[src/rtl/div_share_arbiter.sv]
// Round-robin scheduler that time-shares one external cordic_div among NREQ requesters.
// Optional watchdog on the divider wait is enabled by defining DIV_WATCHDOG_EN.
module div_share_arbiter #(
  parameter int NREQ        = 3,
  parameter int WORD_LENGTH = 16,
  parameter int TIMEOUT     = 64
) (
  input  logic                        clk,
  input  logic                        rst,
  input  logic [NREQ-1:0]             req,
  input  logic [NREQ*WORD_LENGTH-1:0] req_num,
  input  logic [NREQ*WORD_LENGTH-1:0] req_den,
  output logic [NREQ-1:0]             rsp_valid,
  output logic [WORD_LENGTH-1:0]      rsp_quot,
  output logic                        rsp_err,
  output logic                        busy,
  output logic [2:0]                  grant_idx,
  output logic                        div_start,
  output logic [WORD_LENGTH-1:0]      div_num,
  output logic [WORD_LENGTH-1:0]      div_den,
  input  logic [WORD_LENGTH-1:0]      div_quot,
  input  logic                        div_done,
  input  logic                        div_err
);

  typedef enum logic [1:0] {IDLE, LAUNCH, WAIT, RESP} state_t;

  state_t                   state, state_nxt;
  logic [2:0]               ptr;
  logic [7:0]               req_pad;
  logic [2:0]               cand;
  logic                     win_found;
  logic [2:0]               win_idx;
  logic [WORD_LENGTH-1:0]   win_num, win_den;
  logic [7:0]               rsp_onehot;
  logic                     wd_expired;

`ifdef DIV_WATCHDOG_EN
  logic [7:0] wd_cnt;

  // Held at zero outside WAIT, so it effectively clears on WAIT entry.
  always_ff @(posedge clk or posedge rst) begin
    if (rst)                wd_cnt <= '0;
    else if (state != WAIT) wd_cnt <= '0;
    else                    wd_cnt <= wd_cnt + 8'd1;
  end

  assign wd_expired = (state == WAIT) && (wd_cnt == 8'(TIMEOUT - 1));
`else
  assign wd_expired = 1'b0;
`endif

  // Rotating priority search starting at ptr, wrapping modulo NREQ.
  always_comb begin
    // NOTE: every variable gets a default first so no path leaves it unassigned (no latch).
    req_pad   = 8'(req);
    cand      = '0;
    win_found = 1'b0;
    win_idx   = '0;
    for (int k = 0; k < NREQ; k++) begin
      cand = 3'((32'(ptr) + k) % NREQ);
      if (!win_found && req_pad[cand]) begin
        win_found = 1'b1;
        win_idx   = cand;
      end
    end
  end

  assign win_num = req_num[int'(win_idx)*WORD_LENGTH +: WORD_LENGTH];
  assign win_den = req_den[int'(win_idx)*WORD_LENGTH +: WORD_LENGTH];

  // NOTE: sequential state uses non-blocking assignments; reset is asynchronous active-high.
  always_ff @(posedge clk or posedge rst) begin
    if (rst) state <= IDLE;
    else     state <= state_nxt;
  end

  always_comb begin
    state_nxt = state;
    case (state)
      IDLE:    if (win_found) state_nxt = LAUNCH;
      LAUNCH:  state_nxt = WAIT;   // a stale div_done from the previous op is ignored here
      WAIT:    if (div_done || wd_expired) state_nxt = RESP;
      RESP:    state_nxt = IDLE;
      default: state_nxt = IDLE;
    endcase
  end

  assign rsp_onehot = 8'b1 << grant_idx;

  always_comb begin
    busy      = (state != IDLE);
    div_start = (state == LAUNCH);
    rsp_valid = '0;
    if (state == RESP) rsp_valid = rsp_onehot[NREQ-1:0];
  end

  // Grant bookkeeping, operand latch and result capture.
  always_ff @(posedge clk or posedge rst) begin
    if (rst) begin
      ptr       <= '0;
      grant_idx <= '0;
      div_num   <= '0;
      div_den   <= '0;
      rsp_quot  <= '0;
      rsp_err   <= 1'b0;
    end else begin
      case (state)
        IDLE: begin
          if (win_found) begin
            grant_idx <= win_idx;
            div_num   <= win_num;
            div_den   <= win_den;
          end
        end
        WAIT: begin
          if (div_done) begin
            rsp_quot <= div_quot;
            rsp_err  <= div_err;
          end else if (wd_expired) begin
            rsp_quot <= '0;
            rsp_err  <= 1'b1;
          end
        end
        RESP:    ptr <= 3'((32'(grant_idx) + 1) % NREQ);
        default: ;
      endcase
    end
  end

endmodule

[config.mk]
export PLATFORM = sky130hd
export DESIGN_NAME = div_share_arbiter
export DESIGN_NICKNAME = d
export VERILOG_FILES = /design/src/rtl/div_share_arbiter.sv
export SDC_FILE = /design/constraint.sdc
export NUM_CORES = 1
export LEC_CHECK = 0
export ABC_CLOCK_PERIOD_IN_PS = 4800
export CAP_MARGIN = 20
export CORE_AREA = 3 3 120 122
export CTS_CLUSTER_DIAMETER = 60
export DETAILED_ROUTE_END_ITERATION = 16
export DIE_AREA = 0 0 123 125
export PLACE_DENSITY = 0.69
export SETUP_SLACK_MARGIN = 0.05
export SYNTH_ARGS = -nofsm -noshare
export SYNTH_HDL_FRONTEND = slang
export SYNTH_SLANG_ARGS = --single-unit
[constraint.sdc]
create_clock -name clk -period 4.8 [get_ports clk]
set_clock_uncertainty 0.15 [all_clocks]
set_input_delay 0.96 -clock clk [delete_from_list [all_inputs] [get_ports clk]]
set_output_delay 0.96 -clock clk [all_outputs]
set_load 0.1 [all_outputs]
; ---- Word level (Yosys, flattened, before mapping)
; Index checks and enable logic that the tools add are counted.
[totals]
ff_bits = 57
inputBits = 119
elab_cells = 50
[classes]
addsub = 3
div = 4
magnitude_cmp = 3
n_eq_ne = 5
shift = 3
n_mux = 16
reduce_logical = 9
[ops]
columns = cell, count
row1 = "32-bit by 2-bit remainder unit with 32-bit output, second input constant", 3
row2 = 48-bit by 8-bit variable part select with 16-bit output, 2
row3 = "3-bit by 2-bit remainder unit with 32-bit output, second input constant", 1
row4 = "3-bit by 4-bit less-than comparator with 1-bit output, second input constant", 3
row5 = 3-bit two-way mux, 4
row6 = 1-bit binary-select mux with 3-bit select, 3
row7 = "3-bit by 1-bit adder with 4-bit output, second input constant", 2
row8 = 2-bit case mux with 4 select lines, 1
row9 = 1-bit two-way mux, 6
row10 = 2-bit AND reduction, 3
row11 = "3-bit by 2-bit adder with 4-bit output, second input constant", 1
row12 = "2-bit equality test, second input constant", 2
row13 = 2-bit two-way mux, 2
row14 = "2-bit inequality test, second input constant", 2
row15 = "1-bit by 3-bit left shift with 3-bit output, first input constant", 1
row16 = "2-bit by 1-bit equality test with 1-bit output, second input constant", 1
row17 = 1-bit logical AND, 2
row18 = 1-bit logical NOT, 2
row19 = 2-bit logical NOT, 1
row20 = 2-bit nonzero test, 1

; ---- Longest topological paths before layout
; Gate-level depths: netlist (run 1).
[depth]
ltp_word = 12
mapped_depth = 21

; ---- Least setup slack after synthesis (run 1)
; OpenSTA, ideal clock, no wires.
[synth_path]
kind = reg-to-reg
startpoint = reg ptr[1]
endpoint = reg div_den[10]
setup_ns = 0.130
t_arrival_ns = 3.978
path_slack_ns = 0.542
stages_incl_launch_ff = 21
period_less_slack_ns = 4.258
path_cell_list = dfrtp_1 ha_1 buf_2 nand2_1 inv_2 nor2_1 ha_1 inv_1 o2111a_1 o21ai_1 nand2_1 ha_1 or3_1 a32oi_4 o21ai_2 a21o_1 and2_1 buf_6 buf_6 nor3_2 o31ai_2
[synth_via]
elab_chain_cells = 11
[synth_rtl]
columns = item, line
row1 = from (decl), 29  ; logic [2:0] ptr;
row2 = from (signal assigned), 125  ; RESP: ptr <= 3'((32'(grant_idx) + 1) % NREQ);
row3 = "parallel branches: the longest is 11 deep, another holds 32-bit by 2-bit remainder unit with 32-bit output", --
row4 = to (signal assigned), 113  ; div_den <= win_den;
row5 = to (decl), 20  ; output logic [WORD_LENGTH-1:0] div_den,
; Several ways; the timed one is not identified. The select of a mux whose other input is x is not followed.
; A chain may end at the register's enable or synchronous reset.

; ---- Worst setup path after layout (run 1)
[layout_path]
startpoint = reg ptr[2]
endpoint = reg div_num[2]
[layout_via]
elab_chain_cells = 11
[layout_rtl]
columns = item, line
row1 = "parallel branches: the longest is 11 deep, another holds 32-bit by 2-bit remainder unit with 32-bit output", --
row2 = to (signal assigned), 112  ; div_num <= win_num;
row3 = to (decl), 19  ; output logic [WORD_LENGTH-1:0] div_num,
; Several ways; the timed one is not identified. The select of a mux whose other input is x is not followed.

==> impl_results.md, run 1 <==
* CTS tree: done
* #FFs+latches synth at 57
* Hold Startpoint: div_den[3]$_DFFE_PP0P_
* Top cell type's share of synthesized area at a little over a quarter
* Number of synthesized flops with an enable pin at 0
* Crit path required time at 4850 ps
* Sequential share of the synthesized area at 26.87%
* Synth warn at 0
* GRT Total Usage at around 22%
* Synth area leaders: dfrtp_1 (27%), ha_1 (7.1%), o31ai_2 (7.1%), nor3_2 (5.7%), o2111ai_1 (5.4%)
* Worst-path clk slew at 60 ps
* DIE WIDTH at 123 um
* Critical Path Max Stage Delay at 470 ps
* Crit-path max FO at 33
* Slew Viols, Final at 0
* FFs w/ async S/R, synth at 100.0%
* Clock buffer depth at 2
* Max-Cap Viols at 0
* Final ANT Viol Nets at 0
* Ys flop type: dfrtp_1
* Pin count of the biggest net entering global routing at 38
* Crit Path Class: flop to flop
* Rel. slew slack at 31.96%
* Cells after Synth at 585
* IO Count at 176
* CP top delay family: compound AO/OA/AOI/OAI gates
* HP Class: flop to flop
* Crit-path cells: ha_1 > nand2_1 > inv_2 > nor2_1 > ha_1 > inv_1 > o2111a_1 > or3_4 > nand2_1 > ha_1 > a31oi_2 > and3_1 > o31ai_1 > a221o_1 > o211a_4 > o211ai_1 > nor3_1 > o31ai_2
* WP buf/inv at 2
* Routed Wire Length at 17.21 mm
* Clock Root Buffer: clkbuf_16
* Syn Nets at 734
* DRC viols at 0
* Critical Path Source Type: flop
* Status: complete, no violations
* Avg Inst Size Synth at 9.075 um2
* R2R depth at 18
* Initial Util at 39.93%
* DR iter-0 viols at 363
* Max Clk Rate at 218.8 MHz
* Reg2reg setup slack at 230 ps
* Cell with the most instances after synthesis: dfrtp_1
* Setup violations, final at 0
* WP data arrival at between 4000 and 5000 ps
* DRT Pass-1 Iters at 5
* Wirelength per Cell at about 19 um
* H-tree depth at 3
* Fin util at 57.01%
* Num rows at 42
* Worst Hold Path EP: div_den[3]$_DFFE_PP0P_
* Area growth syn-to-layout at 42.78%
* Core box area at roughly 13000 um2
* CTS Buf Count at 9
* Die H at between 100 and 150 um
* RSZ-0062 raised after global routing: yes
* Hold depth at 2
* Diodes inserted at 0
* Post-synth top cells: dfrtp_1 (57), nand2_1 (44), o21ai_0 (38)
* First-pass GRT wire length at 27.50 mm
* Hold Violations, Final at 0
* Grt ovf at 0
* Initial antenna violation count at 0
* Clk Latency, worst-skew pair at 330 ps
* Leading area contributor after synthesis: dfrtp_1
* Period minus WS final at 4570 ps
* Routability Congestion at 0.8951
* Final period util at 95.20%
* CP endpoint kind: flop
* Worst r2r dst: div_num[2]$_DFFE_PP0P_
* R2r startpoint: ptr[2]$_DFFE_PP0P_
* Port bufs at 175
* HPWL after DPL at 12.43 mm
* Total die area at 15380 um2
* Detailed-route via count at around 5400
* Share of cells above drive strength 1 at 20.05%
* Critical path's slowest cell: dfrtp_1
* Final net count at 892
* Mapped cell area at 5309 um2
* Post-synthesis cell type count at 70
* Sink Count at 57
* Slew @ Worst Pin at 1017 ps
* Vias in the first global route at 5418
* Vias per cell at 5.869
* Most common cell on crit path: ha_1
==> logic make-up (layout without fill, tap and decap cells) <==
logic type,after synthesis,in the layout,share of synthesized area (%)
mux,26,26,5.374
simple gates,197,198,21.21
buf+inv,76,238,6.976
fa+ha+maj,30,30,7.070
compound gates,191,191,30.83
xor+xnor,8,8,1.673
flops,57,57,26.87
==> layout make-up <==
cell class                 count  area, um2
clock inverter                 7      102.6
tap                          176      220.2
clock buffer                   9      225.2
multi-input combinational    453       3552
timing repair buffer         201       1974
sequential                    57       1426
inverter                      21      78.83
fill                        1190       5715
==> per-layer routing <==
| metal | part of all wire [%] | global-route usage [%] |
|---|---|---|
| met5 | 0 | 0 |
| met4 | 2.4 | 8.208 |
| met3 | 6.7 | 4.291 |
| met2 | 51 | 38.02 |
| met1 | 40 | 27.00 |
==> worst max-delay path by stage <==
stage	start	to	depth (start not counted)
after floorplan	ptr[1]$_DFFE_PP0P_	div_den[10]$_DFFE_PP0P_	20
after detailed placement	ptr[2]$_DFFE_PP0P_	div_num[1]$_DFFE_PP0P_	18
after global routing	ptr[2]$_DFFE_PP0P_	div_num[0]$_DFFE_PP0P_	18
after CTS	ptr[1]$_DFFE_PP0P_	div_den[4]$_DFFE_PP0P_	17
after global placement	ptr[1]$_DFFE_PP0P_	div_num[15]$_DFFE_PP0P_	16
final	ptr[2]$_DFFE_PP0P_	div_num[2]$_DFFE_PP0P_	18
==> through the flow <==
step / std cells / TNS [ps] / cell area, um2 / worst slack, ps / hold WS, ps
finish: 924 / 0 / 7580 / 230.3 / 338.5
floorplan: 585 / 0 / 5309 / 541.7 / 367.3
global placement: 905 / 0 / 7203 / 312.3 / 318.1
CTS: 922 / 0 / 7538 / 64.06 / 340.8
detailed placement: 905 / -11.14 / 7203 / -5.753 / 323.4
global route: 924 / -33.99 / 7580 / -17.64 / 363.4
==> worst reg2reg max path, cell delays in order (launching register included) <==
cell	delay, ps
dfrtp_1	470
ha_1	240
nand2_1	120
inv_2	70
nor2_1	130
ha_1	250
inv_1	90
o2111a_1	280
or3_4	420
nand2_1	90
ha_1	200
a31oi_2	90
and3_1	250
o31ai_1	250
a221o_1	270
o211a_4	460
o211ai_1	160
nor3_1	350
o31ai_2	110
==> registers in the layout, indices dropped and copies added (netlist names) <==
register	count
grant_idx	3
ptr	3
div_num	16
rsp_quot	16
rsp_err	1
div_den	16
state	2
==> timing repair <==
item | in CTS | in global routing
buffers inserted | 0 | 1
cloned | 1 | 0
pin swaps | 1 | 1
hold buffers | 0 | 0
endpoints found under the setup margin | 30 | 35
gates resized for setup | 1 | 4
==> cells in the final DEF (no fill, tap or decap), drive strengths merged, types with 3 or more instances in the layout <==
| master | instances |
|---|---|
| clkdlybuf4s50 | 175 |
| nor3 | 66 |
| dfrtp | 57 |
| nand2 | 44 |
| o21ai | 44 |
| nand3 | 34 |
| o2111ai | 34 |
| o31ai | 34 |
| o211ai | 33 |
| ha | 30 |
| buf | 26 |
| nor2 | 24 |
| inv | 23 |
| mux2 | 20 |
| a21oi | 14 |
| clkbuf | 9 |
| mux2i | 6 |
| a211oi | 6 |
| and2 | 6 |
| xnor2 | 5 |
| or3 | 5 |
| nand2b | 4 |
| nor2b | 4 |
| xor2 | 3 |
| a21o | 3 |
| a31oi | 3 |
Power of run 1 is not shown: default switching activity piles up to over one toggle a cycle in this logic, so the estimate is an artifact.
==> inputs of run 2 (changes only) <==
ABC_CLOCK_PERIOD_IN_PS = 4700   (was 4800)
clock period = 4.7 ns   (was 4.8 ns; I/O delays follow)
==> impl_results.md, run 2 (synthesis gave the netlist of run 1 again) <==
* Clk Latency, worst-skew pair at 330 ps (about the same)
* Clock buffer depth at 2 (unchanged)
* Vias in the first global route at 5449 (+0.57%)
* Setup TNS at 0 ps (unchanged)
* Wirelength per Cell at 18.93 um (+1.6%)
* Initial antenna violation count at 0 (unchanged)
* Core box area at 13300 um2 (unchanged)
* IO Count at 176 (unchanged)
* CTS Buf Count at 9 (unchanged)
* Vias per cell at 5.885 (+0.28%)
* Share of cells above drive strength 1 at 20.96% (+0.91 points)
* DRT Pass-1 Iters at 5 (unchanged)
* Routed length on met1 at 7.234 mm (+4.7%)
* Die H at 125 um (unchanged)
* Total die area at 15380 um2 (unchanged)
* DRC viols at 0 (unchanged)
* Area of the multi-input gates at 3593 um2 (+1.2%)
* DIE WIDTH at 123 um (unchanged)
* Register Area at 1428 um2 (about the same)
* Area growth syn-to-layout at 43.81%
* GRT Total Usage at 22.16% (+0.11 points)
* Initial Util at 39.93% (unchanged)
* Worst-path clk slew at 50 ps (about the same)
* First-pass GRT wire length at 27.63 mm (+0.45%)
* Met3 wire length at 1.110 mm (-4.4%)
* Hold Violations, Final at 0 (unchanged)
* Reg2reg setup slack at 290 ps (+60 ps)
* Setup violations, final at 0 (unchanged)
* Port bufs at 175 (unchanged)
* # hold bufs at CTS at 0 (unchanged)
* HPWL after DPL at 12.41 mm (-0.15%)
* CP endpoint kind: flop
* RSZ-0062 raised after global routing: no
* H-tree depth at 3 (unchanged)
* Routability Congestion at 0.8565 (-4.3%)
* Crit-path max FO at 9 (-73%)
* Final ANT Viol Nets at 0 (unchanged)
* Crit Path Class: flop to flop
* Regs by FF count: div_den: 16 flops, div_num: 16 flops, rsp_quot: 16 flops
* Slew @ Worst Pin at 1027 ps (+9.942 ps)
* Critical Path Source Type: flop
* Top Metal Used: met4
* Max-Cap Viols at 0 (unchanged)
* WP data arrival at 4460 ps (-160 ps)
* Rel. slew slack at 31.30% (-0.66 points)
* Filler cells at 1143 (-3.9%)
* Setup slack after layout at 292.5 ps (+62.16 ps)
* Detailed-route via count at 5444 (+0.39%)
* Clock Root Buffer: clkbuf_16
* Setup WS pre-CTS at 198.6 ps (+204.3 ps)
* DR iter-0 viols at 426 (+17%)
* CTS tree: done
* Sink Count at 57 (unchanged)
* Crit path required time at 4750 ps (-100 ps)
* Slew Viols, Final at 0 (unchanged)
* Max Clk Rate at 226.9 MHz (+3.7%)
* Final net count at 893 (+0.11%)
* Routed Wire Length at 17.51 mm (+1.7%)
* Pin count of the biggest net entering global routing at 56 (+47%)
* Final period util at 93.78% (-1.4 points)
* Met2 WL at 8.774 mm (+0.53%)
* Grt ovf at 0 (unchanged)
* Diodes inserted at 0 (unchanged)
* Most common cell after layout, fill and taps aside: clkdlybuf4s50_1
* Status: complete, no violations
* Commonest cells after routing, fill and taps aside: clkdlybuf4s50_1 (175), dfrtp_1 (56), nand2_1 (44)
* HP Class: flop to flop
* Period minus WS final at 4408 ps (-162.2 ps)
* Num rows at 42 (unchanged)
==> run 2: cell types whose count changed in the layout (fill, tap and decap cells not counted), moves of 2 or more <==
cell       before  now
nor3_1         35   32
clkinv_2        0    2
nor3_2         31   34
buf_4          22   18
buf_12          1    6
bufinv_16       2    0
==> run 2: timing repair <==
action / CTS / global route
setup endpoints to repair: 0 / 34
resized for setup: 0 / 12
buffers inserted: 0 / 4
==> run 2: layout make-up <==
| type | instances | share of cell area, % |
|---|---|---|
| Multi-Input combinational cell | 454 | 47.07 |
| Timing Repair Buffer | 201 | 26.63 |
| Clock buffer | 10 | 3.130 |
| Inverter | 21 | 1.032 |
| Clock inverter | 6 | 0.5572 |
| Tap cell | 176 | 2.884 |
| Sequential cell | 57 | 18.70 |
==> run 2: per-stage QoR <==
stage / cells / instance area (um2) / hold WS (ps) / util (%)
2_1_floorplan: 585 / 5309 / 367.3 / -
3_3_place_gp: 902 / 7231 / 318.7 / 54.39
3_5_place_dp: 903 / 7251 / 322.4 / 54.54
4_1_cts: 919 / 7532 / 333.9 / 56.65
5_1_grt: 925 / 7635 / 357.6 / 57.43
6_report: 925 / 7635 / 334.4 / 57.43
==> run 2: per-layer routing <==
| layer | vias up | global-route usage (%) |
|---|---|---|
| met5 | - | 0 |
| met4 | 0 | 5.472 |
| met3 | 41 | 4.472 |
| met2 | 256 | 38.85 |
| met1 | 2595 | 27.69 |
| li1 | 2552 | - |
==> run 2: critical path, stage by stage (launching register included) <==
cell and delay, ps:
dfrtp_2 450, ha_1 270, xnor2_4 200, inv_2 100
ha_1 310, o2111a_1 300, or3_4 420, nand2_1 90
ha_1 210, a31oi_2 90, and3_1 250, o31ai_1 260
a221o_2 300, o211a_2 430, o211ai_1 150, nor3_1 210
o31ai_2 90
==> run 2: worst paths after layout <==
kind	startpoint	to	cells past startpoint
max in group asynchronous	rst	div_den[13]$_DFFE_PP0P_	3
hold reg to reg	div_num[1]$_DFFE_PP0P_	div_num[1]$_DFFE_PP0P_	2
setup reg to reg	ptr[0]$_DFFE_PP0P_	div_den[7]$_DFFE_PP0P_	16
hold / removal	div_num[1]$_DFFE_PP0P_	div_num[1]$_DFFE_PP0P_	2
min in group asynchronous	rst	rsp_quot[7]$_DFFE_PP0P_	2
setup / recovery	ptr[0]$_DFFE_PP0P_	div_den[7]$_DFFE_PP0P_	16
Power of run 2 is left out for the same reason.
==> inputs of run 3 (changes only) <==
ABC_AREA = 1   (was unset)
CORE_AREA = 3 3 109 111   (was 3 3 120 122)
CTS_BUF_LIST = sky130_fd_sc_hd__clkbuf_4 sky130_fd_sc_hd__clkbuf_8   (was unset)
DIE_AREA = 0 0 112 114   (was 0 0 123 125)
PLACE_DENSITY = 0.73   (was 0.69)
==> impl_results.md, run 3 <==
* Top cell type's share of synthesized area at 32.50% (+5.6 points)
* Area growth syn-to-layout at 47.98%
* Max-Cap Viols at 0 (unchanged)
* RSZ-0062 raised after global routing: no
* Status: complete, no violations
* Vias per cell at 5.085 (-14%)
* Synth warn at 0 (unchanged)
* H-tree depth at 3 (unchanged)
* Rel. slew slack at 31.65% (+0.36 points)
* Crit-path cells: inv_1 > ha_1 > nor2_1 > nand3_1 > nand2_1 > nand2_1 > xor2_1 > inv_1 > ha_1 > ha_1 > and2_1 > nand2_1 > nand2_2 > nand2_1 > nand3_1 > nand3_1 > nand3_2 > nor2_4 > nand2_4 > nand2_4 > nand3_1 > a21oi_1
* Post-synth top cells: nand2_1 (162), nand3_1 (111), inv_1 (81)
* Die H at 114 um (-8.8%)
* FFs w/ async S/R, synth at 100.0% (unchanged)
* Clk Latency, worst-skew pair at 350 ps (+20 ps)
* IO Count at 176 (unchanged)
* DIE WIDTH at 112 um (-8.9%)
* Hold Violations, Final at 0 (unchanged)
* CTS Buf Count at 9 (unchanged)
* Register Area at 1428 um2 (unchanged)
* DRC viols at 0 (unchanged)
* Clock buffer depth at 2 (unchanged)
* DR iter-0 viols at 273 (-36%)
* Number of synthesized flops with an enable pin at 0 (unchanged)
* GRT Total Usage at 22.36% (+0.21 points)
* Synth area leaders: dfrtp_1 (32%), nand2_1 (14%), nand3_1 (13%), ha_1 (8.6%), inv_1 (6.9%)
* Critical Path Source Type: flop
* Final ANT Viol Nets at 0 (unchanged)
* Ys flop type: dfrtp_1
* Avg Inst Size Synth at 7.114 um2 (-22%)
* Detailed-route via count at 4749 (-13%)
* Cells after Synth at 617 (+5.5%)
* Crit Path Class: flop to flop
* Sink Count at 57 (unchanged)
* Pin count of the biggest net entering global routing at 38 (-32%)
* Port bufs at 175 (unchanged)
* Post-synthesis cell type count at 36 (-49%)
* Regs by FF count: div_den: 16 flops, div_num: 16 flops, rsp_quot: 16 flops
* CP endpoint kind: flop
* Initial Util at 40.31% (+0.38 points)
* First-pass GRT wire length at 23.27 mm (-16%)
* Commonest cells after routing, fill and taps aside: clkdlybuf4s50_1 (175), nand2_1 (162), nand3_1 (111)
* Setup violations, final at 0 (unchanged)
* Max Clk Rate at 239.0 MHz (+5.4%)
* DRT Pass-1 Iters at 4 (-1)
* Sequential share of the synthesized area at 32.50% (+5.6 points)
* #FFs+latches synth at 57 (unchanged)
* Clock Root Buffer: clkbuf_8
* Vias in the first global route at 4872 (-11%)
* Num rows at 38 (-9.5%)
* Mapped cell area at 4389 um2 (-17%)
* Crit-path max FO at 34 (+25)
* Most common cell after layout, fill and taps aside: clkdlybuf4s50_1
* CTS tree: done
* Grt ovf at 0 (unchanged)
* Routed Wire Length at 14.21 mm (-19%)
* Period minus WS final at 4183 ps (-224.0 ps)
* Slew Viols, Final at 0 (unchanged)
* Total die area at 12770 um2 (-17%)
* Crit path required time at 4820 ps (+70 ps)
* Area of the multi-input gates at 2474 um2 (-31%)
* WP data arrival at 4310 ps (-150 ps)
* Final net count at 938 (+5.0%)
* Critical Path Max Stage Delay at 540 ps (+90 ps)
* Initial antenna violation count at 0 (unchanged)
* Leading area contributor after synthesis: dfrtp_1
* HP Class: flop to flop
* Filler cells at 972 (-15%)
* Setup TNS at 0 ps (unchanged)
* Cell with the most instances after synthesis: nand2_1
* Core box area at 10890 um2 (-18%)
* Share of cells above drive strength 1 at 10.45% (-11 points)
* Wirelength per Cell at 15.21 um (-20%)
* Diodes inserted at 0 (unchanged)
* Worst-path clk slew at 80 ps (+30 ps)
* Syn Nets at 766 (+4.4%)
* Critical path's slowest cell: dfrtp_1
* Final period util at 89.01% (-4.8 points)
* HPWL after DPL at 10.72 mm (-14%)
* Routability Congestion at 0.8854 (+3.4%)
* Slew @ Worst Pin at 1022 ps (-5.335 ps)
-- run 3: cell count changes in the layout (fill, tap and decap cells not counted), moves of 13 or more --
cell       change
nand2_1      +118
nand3_1       +77
inv_1         +63
nor3_2        -34
o2111ai_1     -33
o211ai_1      -33
o21ai_0       -32
nor3_1        -31
o31ai_2       -30
nand4_1       +23
nor2_1        +13
-- run 3: kinds of logic after synthesis --
logic type	after synthesis	synth area share, %
adder cells (fa/ha/maj)	30	8.552
XOR/XNOR	5	0.9977
buffers and inverters	118	11.37
flip-flops	57	32.50
multiplexers	17	4.361
AND/OR/NAND/NOR	355	37.12
AO/OA/AOI/OAI	35	5.103
-- run 3: through the flow --
step                      util, %  area [um2]  hold WS, ps  instances  worst slack, ps
after floorplan                 -        4389        357.2        617             1041
after global placement      57.29        6237        328.3        914            524.8
after detailed placement    57.29        6237        332.0        914            292.7
after CTS                   59.16        6441        351.4        930            287.6
after global routing        59.65        6495        366.2        934            87.61
final                       59.65        6495        348.2        934            516.5
-- run 3: final cells by class --
| cell class | count | area share (%) |
|---|---|---|
| Sequential cell | 57 | 21.98 |
| Tap cell | 140 | 2.697 |
| Inverter | 92 | 5.355 |
| Timing Repair Buffer | 187 | 28.74 |
| Clock inverter | 6 | 1.021 |
| Clock buffer | 10 | 2.119 |
| Multi-Input combinational cell | 442 | 38.09 |
-- run 3: worst paths after layout --
kind                                         from                      end  slack (ps)  depth (start not counted)
setup / recovery               ptr[1]$_DFFE_PP0P_  div_num[11]$_DFFE_PP0P_         520                         22
hold / removal             div_den[0]$_DFFE_PP0P_   div_den[0]$_DFFE_PP0P_         350                          2
setup reg to reg               ptr[1]$_DFFE_PP0P_  div_num[11]$_DFFE_PP0P_         520                         22
hold reg to reg            div_den[0]$_DFFE_PP0P_   div_den[0]$_DFFE_PP0P_         350                          2
max in group asynchronous                     rst       ptr[0]$_DFFE_PP0P_        2690                          3
min in group asynchronous                     rst  rsp_quot[3]$_DFFE_PP0P_         890                          2
-- run 3: critical path, delay by kind of cell (launching register included) --
| family | cells | cell delay, ps |
|---|---|---|
| flip-flops | 1 | 540 |
| adder cells (fa/ha/maj) | 3 | 720 |
| AO/OA/AOI/OAI | 1 | 150 |
| AND/OR/NAND/NOR | 15 | 2100 |
| buffers and inverters | 2 | 270 |
| XOR/XNOR | 1 | 170 |
-- run 3: timing repair --
action                                  4_1_cts  5_1_grt
gates resized for setup                       0        3
endpoints found under the setup margin        0       34
setup buffers                                 0        4
hold buffers                                  0        0
hold endpoints to repair                      0        0
-- run 3: layer usage --
metal / share of wire, % / track usage [%] / up-vias
li1: - / - / 2329
met5: 0 / 0 / -
met3: 9.5 / 7.268 / 15
met2: 49 / 37.85 / 203
met4: 1.3 / 7.532 / 0
met1: 40 / 26.98 / 2202
Power of run 3 is left out for the same reason.
